## src/rtl/npu_fifo_pkg.sv

```systemverilog
// Shared definitions for the NPU stream FIFO: read-mode encodings and
// the occupancy counter width helper.
package npu_fifo_pkg;

    localparam int FIFO_MODE_STD  = 0;
    localparam int FIFO_MODE_FWFT = 1;

    // Bits needed to hold every occupancy value 0..depth inclusive.
    function automatic int fifo_cnt_w(input int depth);
        return $clog2(depth + 1);
    endfunction

endpackage

```

## src/rtl/npu_fifo_mem.sv

```systemverilog
// Simple dual-port register array: one synchronous write port and one
// asynchronous read port. Contents are deliberately not reset.
module npu_fifo_mem #(
    parameter int WIDTH  = 17,
    parameter int DEPTH  = 12,
    parameter int ADDR_W = 4
) (
    input  logic              clk,
    input  logic              i_we,
    input  logic [ADDR_W-1:0] i_waddr,
    input  logic [WIDTH-1:0]  i_wdata,
    input  logic [ADDR_W-1:0] i_raddr,
    output logic [WIDTH-1:0]  o_rdata
);

    logic [WIDTH-1:0] r_mem [DEPTH];

    // Write port: store the word at the write address when enabled.
    always_ff @(posedge clk) begin
        if (i_we) begin
            r_mem[i_waddr] <= i_wdata;
        end
    end

    assign o_rdata = r_mem[i_raddr];

endmodule

```

## src/rtl/npu_stream_fifo.sv

```systemverilog
// Parametrised synchronous FIFO between the NPU controller and the
// systolic array. Supports registered-read and first-word-fall-through
// modes, occupancy/threshold flags, flush and sticky error flags.
module npu_stream_fifo
    import npu_fifo_pkg::*;
#(
    parameter int N         = 2,
    parameter int M         = 3,
    parameter int WIDTH     = 15 + N,
    parameter int DEPTH     = 2 * N * M,
    parameter int FWFT      = FIFO_MODE_STD,
    parameter int AF_THRESH = DEPTH - 1,
    parameter int AE_THRESH = 1
) (
    input  logic                          clk,
    input  logic                          rst,
    input  logic                          wr_en,
    input  logic [WIDTH-1:0]              din,
    input  logic                          rd_en,
    input  logic                          flush,
    output logic [WIDTH-1:0]              dout,
    output logic                          dout_valid,
    output logic                          empty,
    output logic                          full,
    output logic                          almost_empty,
    output logic                          almost_full,
    output logic [fifo_cnt_w(DEPTH)-1:0]  count,
    output logic                          overflow,
    output logic                          underflow
);

    localparam int CW = fifo_cnt_w(DEPTH);
    localparam int PW = (DEPTH > 1) ? $clog2(DEPTH) : 1;

    localparam logic [CW-1:0] C_DEPTH = CW'(DEPTH);
    localparam logic [CW-1:0] C_AF    = CW'(AF_THRESH);
    localparam logic [CW-1:0] C_AE    = CW'(AE_THRESH);
    localparam logic [CW-1:0] C_CONE  = CW'(1);
    localparam logic [PW-1:0] C_LAST  = PW'(DEPTH - 1);
    localparam logic [PW-1:0] C_PONE  = PW'(1);

    // Reject illegal geometries and thresholds at elaboration.
    generate
        if (DEPTH < 2 || AF_THRESH < 1 || AF_THRESH > DEPTH ||
            AE_THRESH < 0 || AE_THRESH > DEPTH - 1 ||
            (FWFT != FIFO_MODE_STD && FWFT != FIFO_MODE_FWFT)) begin : g_bad_params
            $error("npu_stream_fifo: illegal DEPTH/threshold/FWFT parameters");
        end
    endgenerate

    logic [PW-1:0]    r_wr_ptr;
    logic [PW-1:0]    r_rd_ptr;
    logic [CW-1:0]    r_count;
    logic             r_overflow;
    logic             r_underflow;

    logic             w_empty;
    logic             w_full;
    logic             w_push_ok;
    logic             w_pop_ok;
    logic             w_mem_we;
    logic [WIDTH-1:0] w_rdata;

    // Pointers wrap explicitly so non-power-of-two depths work.
    function automatic logic [PW-1:0] f_next_ptr(input logic [PW-1:0] p);
        return (p == C_LAST) ? '0 : p + C_PONE;
    endfunction

    // Flags decode straight from the registered count, so they settle in
    // the cycle after the accepting edge with no extra lag.
    assign w_empty      = (r_count == '0);
    assign w_full       = (r_count == C_DEPTH);
    assign empty        = w_empty;
    assign full         = w_full;
    assign almost_empty = (r_count <= C_AE);
    assign almost_full  = (r_count >= C_AF);
    assign count        = r_count;
    assign overflow     = r_overflow;
    assign underflow    = r_underflow;

    // A full FIFO never passes data through, even with a pop in the same
    // cycle; flush suppresses both requests.
    assign w_push_ok = wr_en & ~w_full  & ~flush;
    assign w_pop_ok  = rd_en & ~w_empty & ~flush;
    assign w_mem_we  = w_push_ok & ~rst;

    npu_fifo_mem #(
        .WIDTH  (WIDTH),
        .DEPTH  (DEPTH),
        .ADDR_W (PW)
    ) u_mem (
        .clk     (clk),
        .i_we    (w_mem_we),
        .i_waddr (r_wr_ptr),
        .i_wdata (din),
        .i_raddr (r_rd_ptr),
        .o_rdata (w_rdata)
    );

    // Pointer, occupancy and sticky error bookkeeping.
    always_ff @(posedge clk) begin
        if (rst) begin
            r_wr_ptr    <= '0;
            r_rd_ptr    <= '0;
            r_count     <= '0;
            r_overflow  <= 1'b0;
            r_underflow <= 1'b0;
        end else if (flush) begin
            r_wr_ptr    <= '0;
            r_rd_ptr    <= '0;
            r_count     <= '0;
            r_overflow  <= 1'b0;
            r_underflow <= 1'b0;
        end else begin
            if (w_push_ok) begin
                r_wr_ptr <= f_next_ptr(r_wr_ptr);
            end
            if (w_pop_ok) begin
                r_rd_ptr <= f_next_ptr(r_rd_ptr);
            end
            if (w_push_ok && !w_pop_ok) begin
                r_count <= r_count + C_CONE;
            end else if (!w_push_ok && w_pop_ok) begin
                r_count <= r_count - C_CONE;
            end
            if (wr_en && w_full) begin
                r_overflow <= 1'b1;
            end
            if (rd_en && w_empty) begin
                r_underflow <= 1'b1;
            end
        end
    end

    generate
        if (FWFT == FIFO_MODE_STD) begin : g_std
            logic [WIDTH-1:0] r_dout;
            logic             r_dout_valid;

            // Registered read: capture the head on each pop, pulse valid once.
            always_ff @(posedge clk) begin
                if (rst) begin
                    r_dout       <= '0;
                    r_dout_valid <= 1'b0;
                end else if (flush) begin
                    r_dout_valid <= 1'b0;
                end else begin
                    r_dout_valid <= w_pop_ok;
                    if (w_pop_ok) begin
                        r_dout <= w_rdata;
                    end
                end
            end

            assign dout       = r_dout;
            assign dout_valid = r_dout_valid;
        end else begin : g_fwft
            // Head is always presented; gated to zero so an empty FIFO never
            // shows stale or uninitialised memory.
            assign dout       = w_empty ? '0 : w_rdata;
            assign dout_valid = ~w_empty;
        end
    endgenerate

endmodule

```

## config.mk

```make
export PLATFORM = sky130hd
export DESIGN_NAME = npu_stream_fifo
export DESIGN_NICKNAME = d
export VERILOG_FILES = /design/src/rtl/npu_fifo_pkg.sv /design/src/rtl/npu_fifo_mem.sv /design/src/rtl/npu_stream_fifo.sv
export SDC_FILE = /design/constraint.sdc
export NUM_CORES = 1
export LEC_CHECK = 0
export ABC_AREA = 1
export CAP_MARGIN = 20
export CORE_MARGIN = 2
export CORE_UTILIZATION = 48
export CTS_CLUSTER_SIZE = 10
export DETAILED_ROUTE_END_ITERATION = 12
export PLACE_DENSITY = 0.66
export SETUP_SLACK_MARGIN = 0.4
export SYNTH_ARGS = -nofsm -noshare
export SYNTH_HDL_FRONTEND = slang
export SYNTH_SLANG_ARGS = --single-unit
```

## constraint.sdc

```tcl
create_clock -name clk -period 5.8 [get_ports clk]
set_input_delay 1.16 -clock clk [delete_from_list [all_inputs] [get_ports clk]]
set_output_delay 1.16 -clock clk [all_outputs]
set_load 0.005 [all_outputs]
```

# After elaboration in Yosys (flattened, before gate mapping)

Memories as Yosys holds them, arrays and structs flattened. A register that Yosys moved wholly into a read port is not among the register bits.
Index checks and enable logic that the tools add are counted.

Add/sub/neg operators: 4
Magnitude comparators: 2
Eq/ne operators: 3
Multiplexer cells: 6
Bitwise gates (word level): 9
Reduce and logical (&&, ||, !) cells: 10

Operator list:

| operator                                            | count |
|---|---|
| two-way mux 4 bit                                   | 4 |
| adder 4 x 1 -> 4 bit, second input constant         | 3 |
| == test 4 bit, second input constant                | 3 |
| AND 1 bit                                           | 5 |
| >= comparator 4 bit, second input constant          | 1 |
| <= comparator 4 x 1 -> 1 bit, second input constant | 1 |
| logical AND 1 bit                                   | 4 |
| logical NOT 4 bit                                   | 1 |
| NOT 1 bit                                           | 4 |
| subtractor 4 x 1 -> 4 bit, second input constant    | 1 |
| logical NOT 1 bit                                   | 2 |
| two-way mux 1 bit                                   | 2 |
| AND reduction 2 bit                                 | 1 |
| nonzero test 2 bit                                  | 1 |
| OR reduction 2 bit                                  | 1 |

Bits in registers: 15
Bits in writable memories: 204
Logic and storage cells: 41
Memories kept: 1

Memory list:

| name        | depth | bits a word | read ports | clocked after Yosys merged registers in | write ports | RTL line           | RTL |
|---|---|---|---|---|---|---|---|
| u_mem.r_mem | 12    | 17          | 1          | 1                                       | 1           | npu_fifo_mem.sv:16 | `logic [WIDTH-1:0] r_mem [DEPTH];` |

# Logic depth before layout (Yosys ltp)

Gate-level depths: netlist of the first run.

Depth after elaboration: 8
Mapped depth: 12
Depth with buffers taken out: 11

# Cells and area by module

A second synthesis of the first run with hierarchy kept.

Cell total of the unflattened synthesis: 975
Area, all modules: 10047.1 µm²

Modules (own cells, without submodules):

| module          | instances | cells an instance | area each (µm²) | sequential area each (µm²) |
|---|---|---|---|---|
| npu_fifo_mem    | 1         | 781               | 8582.0          | 6125.9 |
| npu_stream_fifo | 1         | 194               | 1465.2          | 640.6 |

# Worst setup path after synthesis of the first run

Ideal clock, no wire load.

Kind: in2reg
Start: input flush
End: memory u_mem.r_mem[0][0], enable pin
Setup time: 413 ps
Arrival time: 2893 ps
Slack: 2494 ps
Cell stages on the path: 6
Cells stage by stage: inv_1 nand3_1 inv_1 nand2_1 buf_2 nor3_1

Cells in the longest elaborated chain, start to end: 5

Ends and longest elaborated chain:

| what                                    | RTL line              | RTL |
|---|---|---|
| from (decl)                             | npu_stream_fifo.sv:20 | `input logic flush,` |
| NOT 1 bit (no line)                     | n/a                   |  |
| AND 1 bit                               | npu_stream_fifo.sv:83 | `assign w_push_ok = wr_en & ~w_full & ~flush;` |
| net w_push_ok                           | npu_stream_fifo.sv:59 | `logic w_push_ok;` |
| AND 1 bit                               | npu_stream_fifo.sv:85 | `assign w_mem_we = w_push_ok & ~rst;` |
| two-way mux 1 bit                       | npu_fifo_mem.sv:20    | `if (i_we) begin` |
| two-way mux 1 bit (implied by the code) | npu_fifo_mem.sv:21    | `r_mem[i_waddr] <= i_wdata;` |
| to (decl)                               | npu_fifo_mem.sv:16    |  |

The timed path passes the listed nets, and every way through them passes these cells.

# Final worst setup path of the first run

Start: input rst
End: memory u_mem.r_mem[0][3], enable pin

Cells in the longest elaborated chain, start to end: 4

Ends and longest elaborated chain:

| what                                    | RTL line              | RTL |
|---|---|---|
| from (decl)                             | npu_stream_fifo.sv:16 | `input logic rst,` |
| NOT 1 bit                               | npu_stream_fifo.sv:85 |  |
| AND 1 bit                               | npu_stream_fifo.sv:85 |  |
| two-way mux 1 bit                       | npu_fifo_mem.sv:20    |  |
| two-way mux 1 bit (implied by the code) | npu_fifo_mem.sv:21    |  |

Every way passes these cells.

==> impl_metrics.tcl, run 1 <==
set metrics [dict create \
    p_leak_nw 4.27 \
    critical_path_required_ns 6.02 \
    pwr-share-clk 0.425 \
    cts_buffers 27 \
    post_drt_wl_per_cell_um 17.5 \
    drc 0 \
    first_pass_iters 5 \
    syn_nets 943 \
    layout.nets 990 \
    ys_seq_area_frac 0.689 \
    vias 6540 \
    hold_buffers 0 \
    core-area_um2 20200 \
    crit_type "in -> reg" \
    grt.total_usage 0.203 \
    synthArstFlopShare 0 \
    dieWidth_um 147 \
    place_congestion 0.826 \
    finalPower_mw 3.50 \
    p_sw_uw 713 \
    layout_common_cells "251 x nand2_1, 204 x edfxtp_1, 169 x nand3_1" \
    place_inst 1199 \
    critPathLaunchType "input port" \
    h-tree-depth 1 \
    min_period_ns 3.17 \
    io_pins 50 \
    grt_pass1_wl_um 34000 \
    placementRows 52 \
    postCtsSetupBuffers 0 \
    antennaDiodeCount 0 \
    synth_area_um2 9820 \
    p_per_area_nw_per_um2 309 \
    fin_worst_skew_ns 0.0151 \
    peakVddDrop_mv 0.272 \
    synth_edf_count 204 \
    routed_wl_um 21900 \
    syn_inst 912 \
    internal_power_mw 2.79 \
    cts_tree "built" \
    cts_max_path_buffers 3 \
    post_cts_resized 0 \
    syn_avg_cell_area_um2 10.8 \
    die_y_um 147 \
    cts_root_buffer "clkbuf_16" \
    final_common_cell "nand2_1" \
    initial_core_util 0.487 \
    yosys_warnings 0 \
    grt_max_degree 108 \
    via_per_inst 5.24 \
    drtIter0Drc 554 \
    critPathMaxFanout 17 \
    setup-violations-final 0 \
    syn_to_final_growth_pct 15.5 \
    power_frac_comb 0.043 \
    min_period_over_period 0.546 \
    grt_pass1_vias 6187 \
    io_buffers 49 \
    slew_headroom 0.259 \
    clk_pin_slew_ns 0.06 \
    max_cap_violations 0 \
    timing.final.ws_setup_ns 2.63 \
    report.final.hold_viol_count 0 \
    finalNonFillerCells 1249 \
    final_core_util 0.562 \
    fmax_mhz 316 \
    holdWs_ns 0.454 \
    synth_cell_types 23 \
    cts_sinks 236 \
    post-dp-hpwl_um 13100 \
    clock_latency_ns 0.52 \
    ant_nets 0 \
    worstSetupEndpointType "flop" \
    grt_overflow 0 \
    final_cell_area_um2 11300 \
    synth_seq_cells 236 \
    drv_slew 0 \
    postPlaceCellArea_um2 10500 \
    status "finished clean" \
    dpl_worst_slack_ns 2.18 \
    netSwitchingFraction 0.203 \
    die_area_um2 21600 \
    pwr-share-seq 0.532 \
    rsz0062_at_grt "false" \
    hp-class "reg -> reg" \
    worstPathArrival_ns 3.38 \
    worst_pin_slew_ns 1.11 \
    tns_ns 0 \
    antenna_found_initial 0 \
    dominantRegCellSynth "edfxtp_1" \
    drive_above_1_share 0.0654 \
]
-- logic make-up (layout without fill, tap and decap cells) --
group           count (synthesis)  after routing  synth area share
flops                         236            236             0.689
simple gates                  457            457             0.199
fa+ha+maj                       9              9            0.0115
xor+xnor                        2              2           0.00178
compound gates                 54             54            0.0280
buf+inv                       154            221            0.0703
-- sequential cells by signal, indices dropped and copies added (netlist names) --
name / flops
u_mem.r_mem: 204
count: 4
underflow: 1
r_rd_ptr: 4
overflow: 1
dout_valid: 1
r_wr_ptr: 4
dout: 17
-- final timing paths --
kind	start	endpoint	slack, ns	cells past startpoint
min	underflow	underflow	0.45	2
min reg2reg	underflow	underflow	0.45	2
max reg2reg	count[0]	u_mem.r_mem[0][3]	3.06	8
max	rst	u_mem.r_mem[0][3]	2.63	5
-- routing by layer --
layer,vias to the layer above,GRT usage,routed length [um]
li1,3161,-,-
met3,23,0.0258,1380
met4,0,0.0471,340
met5,-,0,0
met1,3132,0.310,10200
met2,224,0.315,9980
-- Yosys cell counts, types with 6 or more instances --
library cell / number / share of area
buf_4: 13 / 0.0099
nand2_1: 251 / 0.096
buf_2: 15 / 0.0076
o21ai_0: 20 / 0.010
a21oi_1: 32 / 0.016
nor3_1: 13 / 0.0066
clkbuf_1: 10 / 0.0038
edfxtp_1: 204 / 0.62
nor2_1: 20 / 0.0076
nand3_1: 169 / 0.086
buf_6: 6 / 0.0069
ha_1: 9 / 0.011
inv_1: 102 / 0.039
dfxtp_1: 32 / 0.065
-- power groups by stage --
stage	registers [mW]	clock network, mW	logic (mW)
final	1.86	1.49	0.152
after global routing	1.86	1.58	0.170
after CTS	1.86	1.51	0.152
after detailed placement	1.90	0	0.151
after global placement	1.90	0	0.148
after floorplan	1.90	0	0.0753
-- area by class of cell --
class / count / area, um^2
Clock buffer: 49 / 768
Timing Repair Buffer: 65 / 642
Multi-Input combinational cell: 522 / 2420
Fill cell: 1655 / 8820
Sequential cell: 236 / 6770
Tap cell: 270 / 338
Inverter: 107 / 402
-- worst max-delay path: stages --
cell             delay (ns)
clkdlybuf4s50_1        0.78
inv_1                  0.25
nand2_1                0.43
nor3_2                 0.51
buf_6                  0.24
No activity file was read; power rests on OpenSTA's default activity.
==> inputs of run 2 (changes only) <==
--- a/config.mk
+++ b/config.mk
@@ -11,7 +11,7 @@
 export CORE_UTILIZATION = 48
 export CTS_CLUSTER_SIZE = 10
 export DETAILED_ROUTE_END_ITERATION = 12
-export PLACE_DENSITY = 0.66
+export PLACE_DENSITY = 0.69
 export SETUP_SLACK_MARGIN = 0.4
 export SYNTH_ARGS = -nofsm -noshare
 export SYNTH_HDL_FRONTEND = slang
==> constraint.sdc (replaced) <==
create_clock -name clk -period 2.7 [get_ports clk]
set_input_delay 0.54 -clock clk [delete_from_list [all_inputs] [get_ports clk]]
set_output_delay 0.54 -clock clk [all_outputs]
set_load 0.005 [all_outputs]
==> run 2 against run 1 <==
  * Utilization is 1.2 points higher
  * Worst hold slack improved by 0.0078 ns
  * Routed wire length is 8.3% higher
  * Global-route usage up 1.7 points
  * Total power up 120%
==> impl_metrics.tcl, run 2 (same netlist as run 1, synthesis figures left out) <==
set metrics [dict create \
    cts_max_path_buffers 3 \
    cts_sinks 236 \
    placementRows 52 \
    core-area_um2 20200 \
    min_path_cells 2 \
    cts_root_buffer "clkbuf_16" \
    status "finished clean" \
    setup-violations-final 0 \
    critical_path_required_ns 2.16 \
    io_buffers 49 \
    grt_max_degree 108 \
    drc 0 \
    report.final.hold_viol_count 0 \
    antenna_found_initial 0 \
    h-tree-depth 1 \
    clk_pin_slew_ns 0.06 \
    critPathMaxFanout 5 \
    die_area_um2 21600 \
    min_period_ns 2.15 \
    syn_to_final_growth_pct 18.0 \
    drtIter0Drc 800 \
    largest_reg_flops 204 \
    p_leak_nw 4.47 \
    grt_pass1_vias 6413 \
    post-dp-hpwl_um 14900 \
    hp-class "reg -> reg" \
    crit_type "reg -> out" \
    min_period_over_period 0.798 \
    worst_pin_slew_ns 0.684 \
    drive_above_1_share 0.0901 \
    layout.nets 1010 \
    rr_endpoint "u_mem.r_mem[0][15]" \
    initial_core_util 0.487 \
    grt_overflow 0 \
    fmax_mhz 464 \
    tns_ns 0 \
    cts_buffers 27 \
    via_per_inst 5.30 \
    slew_headroom 0.544 \
    holdPathEnd "underflow" \
    r2r_start "count[0]" \
    dieWidth_um 147 \
    ant_nets 0 \
    final_common_cell "nand2_1" \
    grt.total_usage 0.220 \
    top_register "u_mem.r_mem" \
    max_cap_violations 0 \
    grt_pass1_wl_um 36500 \
    final_core_util 0.575 \
    layout_common_cells "251 x nand2_1, 204 x edfxtp_1, 169 x nand3_1" \
    drv_slew 0 \
    critPathLaunchType "flop" \
    rsz0062_at_grt "false" \
    post_drt_wl_per_cell_um 18.6 \
    vias 6726 \
    antennaDiodeCount 0 \
    io_pins 50 \
    p_per_area_nw_per_um2 657 \
    hp-start "underflow" \
    cts_tree "built" \
    routed_wl_um 23700 \
    worstPathArrival_ns 1.61 \
    first_pass_iters 5 \
    clock_latency_ns 0.52 \
    place_congestion 0.798 \
    reg2reg_slack_ns 0.56 \
    peakVddDrop_mv 0.497 \
    startpoint "count[1]" \
    die_y_um 147 \
    reg2regPathDepth 9 \
    fin_worst_skew_ns 0.0101 \
    worstSetupEndpointType "output port" \
]
run 2: cell count changes in the layout (fill, tap and decap cells not counted), sizes merged:
cell / delta
clkdlybuf4s50: -4
dlymetal6s2s: +1
buf: +20
dlygate4sd2: +3
run 2: routing by layer:
layer  global-route usage  up-vias  wire [um]
met5                    0        -          0
met4               0.0654        0        683
met3               0.0314       46       1620
met2                0.353      242      11200
met1                0.316     3232      10100
li1                     -     3206          -
run 2: layout make-up:
class	instances	area, um^2
well taps	270	338
clock buffers	49	778
flip-flops and latches	236	6780
multi-input cells	522	2510
fillers	1720	8580
inverters	107	402
repair buffers	85	785
run 2: worst max-delay path by stage:
| stage | end | slack (ns) | depth (start not counted) |
|---|---|---|---|
| after global placement | u_mem.r_mem[3][2] | 0.23 | 8 |
| final | almost_empty | 0.55 | 6 |
| after global routing | u_mem.r_mem[1][1] | 0.46 | 9 |
| after floorplan | u_mem.r_mem[3][0] | 0.43 | 8 |
| after detailed placement | u_mem.r_mem[3][2] | 0.17 | 8 |
| after CTS | empty | 0.39 | 5 |
run 2: worst max-delay path, cell delays in order, from the launching register on:
cell           delay (ns)
dfxtp_4              0.37
inv_2                0.05
buf_4                0.13
ha_1                 0.17
nand2_1              0.06
nand2_1              0.05
dlygate4sd2_1        0.26
run 2: report_power, final:
group	internal (mW)	total (mW)	switching, mW
logic	0.124	0.357	0.232
registers	3.99	4.00	0.0143
clock network	1.92	3.26	1.35
run 2: metrics by stage:
| stage | instance area [um^2] | setup WS (ns) | instances | hold slack [ns] | power [mW] |
|---|---|---|---|---|---|
| 2_1_floorplan | 9940 | 0.431 | 912 | 0.447 | 4.24 |
| 3_3_place_gp | 10800 | 0.230 | 1219 | 0.440 | 4.43 |
| 3_5_place_dp | 10800 | 0.171 | 1219 | 0.453 | 4.43 |
| 4_1_cts | 11600 | 0.394 | 1269 | 0.462 | 7.65 |
| 5_1_grt | 11600 | 0.462 | 1269 | 0.489 | 7.84 |
| 6_report | 11600 | 0.546 | 1269 | 0.462 | 7.62 |
run 2: timing repair:
action / 4_1_cts / 5_1_grt
gates resized for setup: 11 / 1
pin swaps: 1 / 0
buffers inserted: 1 / 0
hold buffers: 0 / 0
endpoints found under the setup margin: 53 / 1
==> inputs of run 3 (changes only) <==
--- a/config.mk
+++ b/config.mk
@@ -11,7 +11,7 @@
 export CORE_UTILIZATION = 48
 export CTS_CLUSTER_SIZE = 10
 export DETAILED_ROUTE_END_ITERATION = 12
-export PLACE_DENSITY = 0.69
+export PLACE_DENSITY = 0.66
 export SETUP_SLACK_MARGIN = 0.4
 export SYNTH_ARGS = -nofsm -noshare
 export SYNTH_HDL_FRONTEND = slang
==> constraint.sdc (replaced) <==
create_clock -name clk -period 2.05 [get_ports clk]
set_input_delay 0.41 -clock clk [delete_from_list [all_inputs] [get_ports clk]]
set_output_delay 0.41 -clock clk [all_outputs]
set_load 0.005 [all_outputs]
==> run 3 against run 2 <==
  * Combinational power up 69%
  * Sequential cell count unchanged
  * Largest cell class unchanged
  * Global-route usage is 0.087 points lower
  * Sequential share of layout area decreased by 4.5 points
  * Routed wire length up 2.4%
  * Cell count up 3.3%
  * Total power rose by 32%
  * Worst hold slack got worse by 0.0049 ns
  * Clock power rose by 29%
  * Worst setup slack worse by 0.39 ns
  * Die area did not move
  * Critical endpoint is now count[3]
  * Via count rose by 2.8%
==> impl_metrics.tcl, run 3 (same netlist as run 1, synthesis figures left out) <==
set metrics [dict create \
    status "finished clean" \
    crit_cells 13 \
    finalPower_mw 10.1 \
    postPlaceCellArea_um2 11000 \
    tns_ns 0 \
    path_buf_inv 5 \
    hp-class "reg -> reg" \
    final_core_util 0.623 \
    io_pins 50 \
    path_delay_family "buffers and inverters" \
    slew_headroom 0.575 \
    max_stage_delay_ns 0.36 \
    dieWidth_um 147 \
    timing.final.ws_setup_ns 0.161 \
    antennaDiodeCount 0 \
    dpl_worst_slack_ns -0.0913 \
    cts_tree "built" \
    rr_endpoint "count[3]" \
    slowest_stage "dfxtp_4" \
    grt_pass1_wl_um 36100 \
    peakVddDrop_mv 0.756 \
    layout_common_cells "249 x nand2_1, 204 x edfxtp_1, 167 x nand3_1" \
    layout.nets 1051 \
    final_cell_area_um2 12600 \
    initial_core_util 0.487 \
    worstSetupEndpointType "flop" \
    reg2regPathDepth 13 \
    cts_max_path_buffers 3 \
    core-area_um2 20200 \
    critical_path_required_ns 2.51 \
    post-dp-hpwl_um 13700 \
    nFillCells 1586 \
    startpoint "count[1]" \
    clock_latency_ns 0.54 \
    r2r_start "count[1]" \
    report.final.hold_viol_count 0 \
    vias 6915 \
    top_register "u_mem.r_mem" \
    holdWs_ns 0.457 \
    placementRows 52 \
    setup-violations-final 0 \
    fmax_mhz 529 \
    min_period_over_period 0.922 \
    syn_to_final_growth_pct 28.0 \
    cts_root_buffer "clkbuf_16" \
    drive_above_1_share 0.150 \
    critPathLaunchType "flop" \
    place_congestion 0.788 \
    grt_max_degree 108 \
    drv_slew 0 \
    grt_overflow 0 \
    cp_cell_sequence "inv_4, ha_4, buf_6, nand2_4, buf_4, nand2_4, nor2_4, inv_2, ha_4, a21oi_2, o21ai_1, buf_4, a21oi_2" \
    rsz0062_at_grt "true" \
    antenna_found_initial 0 \
    max_cap_violations 0 \
    fin_worst_skew_ns 0.0169 \
    p_leak_nw 5.19 \
    h-tree-depth 1 \
    clk_pin_slew_ns 0.06 \
    grt_pass1_vias 6465 \
    cts_buffers 27 \
    largest_reg_flops 204 \
    grt.total_usage 0.219 \
    min_period_ns 1.89 \
    drtIter0Drc 643 \
    finalNonFillerCells 1311 \
    io_buffers 49 \
    die_y_um 147 \
    routed_wl_um 24200 \
    first_pass_iters 5 \
    worstPathArrival_ns 2.35 \
    post_drt_wl_per_cell_um 18.5 \
    reg2reg_slack_ns 0.16 \
    crit_type "reg -> reg" \
    die_area_um2 21600 \
    drc 0 \
    final_common_cell "nand2_1" \
    worst_pin_slew_ns 0.634 \
    endpoint "count[3]" \
    via_per_inst 5.27 \
    p_per_area_nw_per_um2 803 \
    ant_nets 0 \
    place_inst 1222 \
    cts_sinks 236 \
    critPathMaxFanout 3 \
]
## run 3: how the worst min path moves through the flow
stage / start / to / slack, ns / cells past startpoint
global placement: underflow / underflow / 0.44 / 2
CTS: underflow / underflow / 0.45 / 2
finish: dout[5] / dout[5] / 0.46 / 2
floorplan: underflow / underflow / 0.45 / 2
global route: dout[8] / dout[8] / 0.47 / 2
detailed placement: underflow / underflow / 0.44 / 2
## run 3: where the power goes
group          total (mW)  internal (mW)  switching (mW)
sequential           5.27           5.25          0.0189
combinational       0.602          0.254           0.349
clock                4.22           2.47            1.75
## run 3: tightest hold or removal path: stages (launching register included)
cell and delay, ns:
dfxtp_1 0.30, nand2_1 0.06, a21oi_1 0.05
## run 3: repair_timing
action,4_1_cts,5_1_grt
endpoints found under the setup margin,237,255
hold buffers,0,0
pin swaps,6,1
setup buffers,19,10
resized for setup,59,48
gates cloned,5,5
## run 3: layout make-up
class	count	area, um^2	share of cell area
flip-flops and latches	236	6790	0.540
clock inverters	1	8.76	0.000697
multi-input cells	523	2640	0.210
inverters	107	422	0.0336
well taps	270	338	0.0269
repair buffers	125	1610	0.128
clock buffers	49	758	0.0603
## run 3: routing by layer
layer | global-route usage | share of wire
met5 | 0 | 0
met4 | 0.0558 | 0.024
met3 | 0.0252 | 0.068
met2 | 0.360 | 0.49
met1 | 0.316 | 0.42
